File: config.mk
export PLATFORM = sky130hd
export DESIGN_NAME = rr_sel_arbiter
export DESIGN_NICKNAME = d
export VERILOG_FILES = /design/src/rtl/rr_sel_arbiter.sv
export SDC_FILE = /design/constraint.sdc
export NUM_CORES = 1
export LEC_CHECK = 0
export ABC_CLOCK_PERIOD_IN_PS = 5400
export CAP_MARGIN = 15
export CORE_MARGIN = 3
export CORE_UTILIZATION = 45
export CTS_CLUSTER_DIAMETER = 100
export DETAILED_ROUTE_END_ITERATION = 10
export PLACE_DENSITY = 0.79
export SLEW_MARGIN = 0
export SYNTH_ARGS = -nofsm -noshare
export SYNTH_HDL_FRONTEND = slang
export SYNTH_SLANG_ARGS = --single-unit
File: constraint.sdc
create_clock -name clk -period 5.4 [get_ports clk]
set_input_delay 1.08 -clock clk [delete_from_list [all_inputs] [get_ports clk]]
set_output_delay 1.08 -clock clk [all_outputs]
set_load 0.02 [all_outputs]
File: src/rtl/rr_sel_arbiter.sv
// Four-way round-robin arbiter driving the 2-bit select of a downstream 4:1 mux.
// Optional per-owner hold timeout is compiled in with `define RR_SEL_TIMEOUT_EN.
module rr_sel_arbiter #(
   parameter int N_REQ    = 4,
   parameter int SEL_W    = 2,
   parameter int MAX_HOLD = 16
) (
   input  logic             clk,
   input  logic             rst_n,
   input  logic [N_REQ-1:0] req,
   output logic [SEL_W-1:0] sel,
   output logic [N_REQ-1:0] gnt,
   output logic             busy
);

   typedef enum logic {IDLE, OWNED} state_t;

   if (N_REQ != 4 || SEL_W != 2 || MAX_HOLD < 2 || MAX_HOLD > 255) begin : g_bad_param
      $error("rr_sel_arbiter: unsupported parameter set");
   end

   state_t           state;
   logic [SEL_W-1:0] ptr;
   logic             release_now;
   logic [SEL_W-1:0] srch_base;
   logic [N_REQ-1:0] srch_req;
   logic [SEL_W:0]   winner;

`ifdef RR_SEL_TIMEOUT_EN
   localparam logic [7:0] HOLD_LAST = 8'(MAX_HOLD - 1);
   logic [7:0] hold_cnt;
`endif

   // Search order is base+1, base+2, base+3, base. Iterating from lowest to
   // highest priority lets the highest-priority hit overwrite the result.
   function automatic logic [SEL_W:0] find_winner(input logic [N_REQ-1:0] cand,
                                                  input logic [SEL_W-1:0] base);
      logic [SEL_W:0]   res;
      logic [SEL_W-1:0] idx;
      res = '0;
      for (int i = N_REQ; i >= 1; i--) begin
         idx = base + SEL_W'(i);
         if (cand[idx]) res = {1'b1, idx};
      end
      return res;
   endfunction

   // NOTE: every signal gets a default at the top of always_comb so no path
   // leaves it unassigned, which would otherwise infer a latch.
   always_comb begin
      release_now = 1'b0;
      srch_base   = ptr;
      srch_req    = req;
      if (state == OWNED) begin
         release_now = !req[sel];
`ifdef RR_SEL_TIMEOUT_EN
         if (hold_cnt == HOLD_LAST) release_now = 1'b1;
`endif
         srch_base      = sel;
         srch_req[sel]  = 1'b0;
      end
   end

   assign winner = find_winner(srch_req, srch_base);

   // NOTE: all state is updated with non-blocking assignments so every
   // register samples the pre-edge values regardless of statement order.
   always_ff @(posedge clk or negedge rst_n) begin
      if (!rst_n) begin
         state <= IDLE;
         ptr   <= SEL_W'(N_REQ - 1);
         sel   <= '0;
         gnt   <= '0;
         busy  <= 1'b0;
`ifdef RR_SEL_TIMEOUT_EN
         hold_cnt <= '0;
`endif
      end else begin
         case (state)
            IDLE: begin
               if (winner[SEL_W]) begin
                  state <= OWNED;
                  sel   <= winner[SEL_W-1:0];
                  gnt   <= N_REQ'(1) << winner[SEL_W-1:0];
                  busy  <= 1'b1;
`ifdef RR_SEL_TIMEOUT_EN
                  hold_cnt <= '0;
`endif
               end
            end
            OWNED: begin
               if (release_now) begin
                  ptr <= sel;
                  if (winner[SEL_W]) begin
                     // Hand-over without an idle bubble.
                     sel <= winner[SEL_W-1:0];
                     gnt <= N_REQ'(1) << winner[SEL_W-1:0];
`ifdef RR_SEL_TIMEOUT_EN
                     hold_cnt <= '0;
                  end else if (req[sel]) begin
                     // Forced release with nobody waiting: owner keeps the path.
                     hold_cnt <= '0;
`endif
                  end else begin
                     state <= IDLE;
                     gnt   <= '0;
                     busy  <= 1'b0;
                  end
               end else begin
`ifdef RR_SEL_TIMEOUT_EN
                  hold_cnt <= hold_cnt + 8'd1;
`endif
               end
            end
            default: state <= IDLE;
         endcase
      end
   end

endmodule

# Yosys cells after proc, flatten, opt, wreduce, memory -nomap -nowiden
# Index checks and enable logic that the tools add are counted.
dict set report totals {
  regBits 10
  elab_cells 59
}
dict set report op_classes {
  add_sub_neg 3
  n_lt_le_gt_ge 6
  n_eq_ne 3
  shifts 1
  muxes 33
  bitwise_logic 3
  n_reduce_logical 5
}
# op count
set op_table {}
lappend op_table {{4-bit two-way mux} 4}
lappend op_table {{2-bit by 3-bit less-than comparator with 1-bit output (second input constant)} 5}
lappend op_table {{1-bit two-way mux} 12}
lappend op_table {{3-bit two-way mux} 4}
lappend op_table {{1-bit binary-select mux with 2-bit select} 5}
lappend op_table {{4-bit one-hot mux with 2 select lines} 1}
lappend op_table {{2-bit two-way mux} 3}
lappend op_table {{2-bit adder (second input constant)} 2}
lappend op_table {{4-bit AND} 1}
lappend op_table {{2-bit != test (second input constant)} 2}
lappend op_table {{4-bit NOT} 1}
lappend op_table {{1-bit one-hot mux with 2 select lines} 2}
lappend op_table {{2-bit one-hot mux with 2 select lines} 1}
lappend op_table {{2-bit AND reduction} 2}
lappend op_table {{1-bit by 2-bit left shift with 4-bit output (first input constant)} 1}
lappend op_table {{3-bit AND reduction} 1}
lappend op_table {{2-bit by 1-bit adder with 2-bit output (second input constant)} 1}
lappend op_table {{1-bit demux with 2-bit select} 1}
lappend op_table {{2-bit by 1-bit greater-or-equal comparator with 1-bit output (second input constant)} 1}
lappend op_table {{2-bit by 1-bit != test with 1-bit output (second input constant)} 1}
lappend op_table {{1-bit logical AND} 1}
lappend op_table {{1-bit zero test} 1}
lappend op_table {{1-bit NOT} 1}

# Logic depth before layout (Yosys ltp)
# Gate-level depths: netlist of run 1.
dict set report depth {
  ltp_word 17
  mapped_depth 7
  ltp_nobuf 6
}

# Least setup slack after synthesis of run 1
# Ideal clock, no wire load.
dict set report synth_timing {
  kind {input -> register}
  start {input port req[1]}
  end {register gnt[0]}
  arrival_time_ns 2.237
  required_ns 5.279
  slack_ns 3.042
  stages 6
  path_buffers 0
  path_cell_list {mux2i_1 -> o22ai_1 -> or2_2 -> a221oi_1 -> nor2_1 -> a22o_1}
}
dict set report synth_via {
  elab_chain_cells 12
  word_cells_on_any_way 26
  classes_between {eq/ne: 2; shift: 1; mux: 20; bitwise: 1; reduce/logical: 2}
}
# item line
set synth_lines {}
lappend synth_lines {{start, declared} 10} ;# input logic [N_REQ-1:0] req,
lappend synth_lines {{4-bit AND (no source line)} --}
lappend synth_lines {{4-bit two-way mux} 54} ;# if (state == OWNED) begin
lappend synth_lines {{1-bit binary-select mux with 2-bit select} 43} ;# if (cand[idx]) res = {1'b1, idx};
lappend synth_lines {{1-bit two-way mux (implied by the code)} 43}
lappend synth_lines {{3-bit two-way mux (4 in series)} 43}
lappend synth_lines {{1-bit by 2-bit left shift with 4-bit output} {84, 97}}
lappend synth_lines {{4-bit two-way mux} 94} ;# if (winner[SEL_W]) begin
lappend synth_lines {{4-bit two-way mux} 92} ;# if (release_now) begin
lappend synth_lines {{4-bit one-hot mux with 2 select lines} 79} ;# case (state)
lappend synth_lines {{end signal, assigned} 84} ;# gnt <= N_REQ'(1) << winner[SEL_W-1:0];
lappend synth_lines {{end signal, assigned} 97} ;# gnt <= N_REQ'(1) << winner[SEL_W-1:0];
lappend synth_lines {{end, declared} 12} ;# output logic [N_REQ-1:0] gnt,
# Parallel ways exist; a longest one is shown, timed or not. The select of a mux whose other input is x is not followed.
# A chain may end at the register's enable or synchronous reset.

# Worst setup path after layout of run 1
dict set report layout_timing {
  start {input port req[3]}
  end {register gnt[0]}
}
# The elaborated chain is that of the path after synthesis.

==> impl_metrics.yaml, run 1 <==
timing:
  worst_pin_slew_ps: 509
  rsz0062_at_grt: "no"
  fin_crit_ps: 2810
  fin_crit_sh_pct: 52.1
  fmax_ghz: 0.355
  slew_viol_final: 0
  finalSetupViolations: 0
  fin_tns_setup_ps: 0
  skew_ps: 8.45
  max_slew_margin_pct: 65.7
  hold_viol_final: 0
layout:
  postLayoutCoreUtil_pct: 60.6
  n_antenna_cell: 0
  drive_above_1_share_pct: 15.9
  nets: 89
  synthToLayoutAreaGrowth_pct: 19.6
  final_cells: 97
global_routing:
  gr-total-overflow: 0
  grt_usage_pct: 16.5
  grt_pass1_vias: 568
  grt_max_degree: 11
  antenna_found_initial: 0
  grt_pass1_wl_mm: 2.46
clocking:
  cts_buffers: 3
  htree_levels: 1
  cts_max_path_buffers: 2
  hold_buffers: 0
  insertion_delay_ps: 270
  clk_pin_slew_ps: 70
  ctsResizeCount: 0
  cts-root-buf: "clkbuf_4"
  cts_tree: "yes"
  clock-sinks: 10
  cts_setup_buffers: 0
synthesis:
  synth-seq-cells: 10
  syn_nets: 75
  synth_top_area_cell: "dfrtp_1"
  ys_top_cells_by_area: "dfrtp_1 (29%), mux2i_1 (8.6%), dfstp_2 (7.5%)"
  synthFlopType: "dfrtp_1"
  ys_seq_area_share_pct: 36.1
  synth_common_cells: "dfrtp_1 (8), nand2_1 (8), mux2i_1 (6), nor2_1 (6)"
  synth.distinct_cells: 31
  synth_area_um2: 701
  synth_warnings: 0
  synthArstFlopShare_pct: 100
  synth_top_area_share_pct: 28.6
  synth_edf_count: 0
  syn_area_per_cell_um2: 10.2
  syn_inst: 69
setup_path:
  worst_r2r_startpoint: "state$_DFF_PN0_"
  cp.arrival_ps: 3020
  start_kind: "primary input"
  cp_data_required_time_ps: 5610
  r2r-end: "gnt[0]$_DFFE_PN0P_"
  reg2reg_slack_ps: 2980
  crit_fanout: 6
  path_class: "in -> reg"
  rr_worst_depth: 5
  endpoint_kind: "flip-flop"
power_and_ir_drop:
  ir_drop_mv: 0.338
  power_density_mw_per_mm2: 649
  p_leak_nw: 0.353
route:
  drtIter0Drc: 8
  drtPass1Iterations: 4
  post_drt_via_cell_ratio: 5.77
  via_count: 560
  routed_wl_mm: 1.45
  route.detailed.drc: 0
  ant_nets: 0
  drt-wirelength-per-cell_um: 15.0
placed_design:
  port_buffers: 12
  gp_congestion: 0.898
  dpl.cell_count: 93
  dp_hpwl_mm: 1.08
hold_path:
  hold_path_class: "reg -> reg"
  hold_path_depth: 2
  min_from: "gnt[3]$_DFFE_PN0P_"
  min_to: "gnt[3]$_DFFE_PN0P_"
die:
  num_rows: 13
  fp.dieH_um: 45.5
  die_w_um: 45.5
  start_util_pct: 50.7
  ios: 13
  die-area_mm2: 0.00207
  core_area_mm2: 0.00138
flow_run:
  drv_cap: 0
status:
  status: "completed"
## kinds of logic (layout without fill, tap and decap cells)
group | after synthesis | count (layout) | synth area share, %
AOI/OAI and AO/OA | 19 | 19 | 20.7
xor gates and xnor gates | 2 | 2 | 2.50
buffers and inverters | 5 | 18 | 5.00
DFF | 10 | 10 | 36.1
muxes | 11 | 11 | 20.2
and+or+nand+nor | 22 | 22 | 15.5
## final cells by class
cell class              instances  area [um2]
multi-input cells              54         413
clock buffers                   4        26.3
flip-flops and latches         10         253
repair buffers                 12         120
inverters                       2        7.51
well taps                      15        18.8
fillers                       118         544
## routing by layer
| layer | share of wire, % | track usage (%) | routed length (um) |
|---|---|---|---|
| met5 | 0 | 0 | 0 |
| met4 | 0 | 4.68 | 0 |
| met3 | 6.1 | 7.91 | 89 |
| met2 | 47 | 23.7 | 686 |
| met1 | 47 | 21.9 | 679 |
## cell usage in the layout, fill, tap and decap left out, types with 2 or more instances in the layout
cell type,n
clkdlybuf4s50_1,12
mux2_2,2
clkbuf_4,3
nand2_1,8
o21ai_0,2
o22ai_1,2
a22o_1,3
inv_1,2
mux2i_1,6
dfrtp_1,8
xnor2_1,2
dfstp_2,2
a21oi_1,3
o31ai_1,2
nand2b_1,2
or2b_1,2
nor2_1,6
## worst max-delay path, cell delays in order
cell and delay [ps]:
clkdlybuf4s50_1 510, mux2i_1 210, o22ai_1 170, nand4bb_1 330, o21ai_0 490, a22o_1 220
## power breakdown
part / switching, W / internal (W)
combinational: 0.000169 / 0.000161
sequential: 0.0000465 / 0.000113
clock: 0.0000258 / 0.0000285
total: 0.000242 / 0.000302
## through the flow
stage | hold WS [ps] | setup WS (ps) | cell area (um2) | power (W)
after floorplan | 587 | 3040 | 701 | 0.000411
after global placement | 465 | 2420 | 812 | 0.000484
after detailed placement | 468 | 2310 | 812 | 0.000490
after CTS | 483 | 2580 | 838 | 0.000546
after global routing | 528 | 2310 | 838 | 0.000590
final | 487 | 2590 | 838 | 0.000544
## flip-flops by register name (all words and copies together), names as in the netlist
signal and flops:
state 1, busy 1, ptr 2, sel 2
gnt 4
## worst max-delay path by stage
stage / to / slack [ps] / from / cells past startpoint
2_1_floorplan: gnt[0]$_DFFE_PN0P_ / 3040 / req[1] / 6
3_3_place_gp: gnt[0]$_DFFE_PN0P_ / 2420 / req[1] / 7
3_5_place_dp: gnt[1]$_DFFE_PN0P_ / 2310 / req[3] / 7
4_1_cts: gnt[0]$_DFFE_PN0P_ / 2580 / req[3] / 6
5_1_grt: gnt[3]$_DFFE_PN0P_ / 2310 / req[3] / 7
6_report: gnt[0]$_DFFE_PN0P_ / 2590 / req[3] / 6
(Power assumes the default switching activity.)
==> run 2, diff against run 1 <==
Settings changed: ABC_CLOCK_PERIOD_IN_PS 5400 to 2850.
Clock period 5.4 ns to 2.85 ns, I/O delays scaled along.
==> run 2 against run 1 <==
Net effect:
- clock power up 86%
- setup slack got worse by 2100 ps
- via count is 2.9% higher
==> impl_metrics.yaml, run 2 (same netlist as run 1, synthesis figures left out) <==
power_and_ir_drop:
  swShare_pct: 44.1
  ir_drop_mv: 0.604
  p_comb_share_pct: 60.8
  power.switching_w: 0.000452
  p_int_w: 0.000573
  power_density_mw_per_mm2: 1220
  clkPwrFrac_pct: 9.8
  seqPwrFrac_pct: 29.3
  p_leak_nw: 0.353
timing:
  max_slew_margin_pct: 66.8
  fin_crit_ps: 2370
  slew_viol_final: 0
  fmax_ghz: 0.421
  skew_ps: 5.45
  finalSetupViolations: 0
  fin_tns_setup_ps: 0
  fin_crit_sh_pct: 83.3
  worst_pin_slew_ps: 494
  hold_ws_ps: 488
  hold_viol_final: 0
  rsz0062_at_grt: "no"
clocking:
  cts-root-buf: "clkbuf_4"
  insertion_delay_ps: 260
  cts_buffers: 3
  clock-sinks: 10
  cts_setup_buffers: 0
  htree_levels: 1
  clk_pin_slew_ps: 70
  cts_tree: "yes"
  hold_buffers: 0
  cts_max_path_buffers: 2
  ctsResizeCount: 0
hold_path:
  hold_path_class: "reg -> reg"
  min_from: "gnt[3]$_DFFE_PN0P_"
setup_path:
  endpoint_kind: "flip-flop"
  crit_fanout: 10
  worst_r2r_startpoint: "state$_DFF_PN0_"
  cp_data_required_time_ps: 3050
  cp.arrival_ps: 2580
  path_class: "reg -> reg"
  cp-startpoint: "state$_DFF_PN0_"
  start_kind: "flip-flop"
global_routing:
  antenna_found_initial: 0
  grt_use_met2_pct: 25.9
  grt_pass1_vias: 582
  grt_most_used_layer: "met2"
  use_met3_pct: 6.32
  grt_usage_pct: 17.0
  grt_max_degree: 11
  gr-total-overflow: 0
  grt_pass1_wl_mm: 2.53
  grt_util_met1_pct: 22.9
die:
  core_area_mm2: 0.00138
  start_util_pct: 50.7
  die_w_um: 45.5
  ios: 13
  num_rows: 13
  fp.dieH_um: 45.5
  die-area_mm2: 0.00207
layout:
  final_cells: 97
  top_register: "gnt"
  seq_area_um2: 253
  nets: 89
  n_antenna_cell: 0
  largest_reg_flops: 4
  top_regs: "gnt: 4 flops, ptr: 2 flops, sel: 2 flops"
  final_cell_mix: "clkdlybuf4s50_1 (12), nand2_1 (8), dfrtp_1 (8)"
  final_common_cell: "clkdlybuf4s50_1"
  fillerInstances: 120
  synthToLayoutAreaGrowth_pct: 19.6
  multi_input_area_um2: 413
  drive_above_1_share_pct: 15.9
status:
  status: "completed"
placed_design:
  dp_hpwl_mm: 1.10
  dpl.cell_count: 93
  gp_congestion: 0.897
  port_buffers: 12
route:
  drtIter0Drc: 19
  post_drt_via_cell_ratio: 5.94
  ant_nets: 0
  drt-wirelength-per-cell_um: 14.8
  route.detailed.drc: 0
  drtPass1Iterations: 4
  via_count: 576
  routed_wl_mm: 1.43
flow_run:
  drv_cap: 0
-- run 2: layout make-up --
class	count	area share (%)
repair buffers	12	14.3
inverters	2	0.896
well taps	15	2.24
flip-flops and latches	10	30.1
multi-input cells	54	49.3
clock buffers	4	3.13
-- run 2: power by group through the flow --
stage          Clock, W  Combinational [W]  Sequential, W
6_report       0.000101           0.000624       0.000301
5_1_grt        0.000115           0.000683       0.000314
4_1_cts        0.000106           0.000627       0.000302
3_5_place_dp          0           0.000623       0.000305
3_3_place_gp          0           0.000613       0.000304
2_1_floorplan         0           0.000478       0.000301
-- run 2: critical path, cell delays in order (launching register included) --
cell,delay [ps]
dfrtp_1,540
mux2i_4,420
mux2i_1,380
nand4bb_1,260
o21ai_0,480
a22o_1,230
-- run 2: worst paths after layout --
path                                 endpoint  depth (start not counted)  slack (ps)
hold / removal             gnt[3]$_DFFE_PN0P_                          2         490
setup reg to reg           gnt[0]$_DFFE_PN0P_                          5         480
min in group asynchronous  sel[1]$_DFFE_PN0P_                          1         610
hold reg to reg            gnt[3]$_DFFE_PN0P_                          2         490
max in group asynchronous  ptr[1]$_DFFE_PN1P_                          1        1900
setup / recovery           gnt[0]$_DFFE_PN0P_                          5         480
-- run 2: metal layers --
metal | part of all wire (%) | vias up | wire [um]
met5 | 0 | - | 0
met4 | 0 | 0 | 0
met3 | 5.1 | 0 | 73
met2 | 49 | 15 | 700
met1 | 46 | 278 | 658
li1 | - | 283 | -
-- run 2: metrics by stage --
| step | power, W | cell area, um2 | util, % | worst slack [ps] |
|---|---|---|---|---|
| 2_1_floorplan | 0.000779 | 701 | - | 831 |
| 5_1_grt | 0.00111 | 838 | 60.6 | 148 |
| 3_5_place_dp | 0.000928 | 812 | 58.7 | 270 |
| 6_report | 0.00103 | 838 | 60.6 | 475 |
| 3_3_place_gp | 0.000917 | 812 | 58.7 | 384 |
| 4_1_cts | 0.00104 | 838 | 60.6 | 453 |
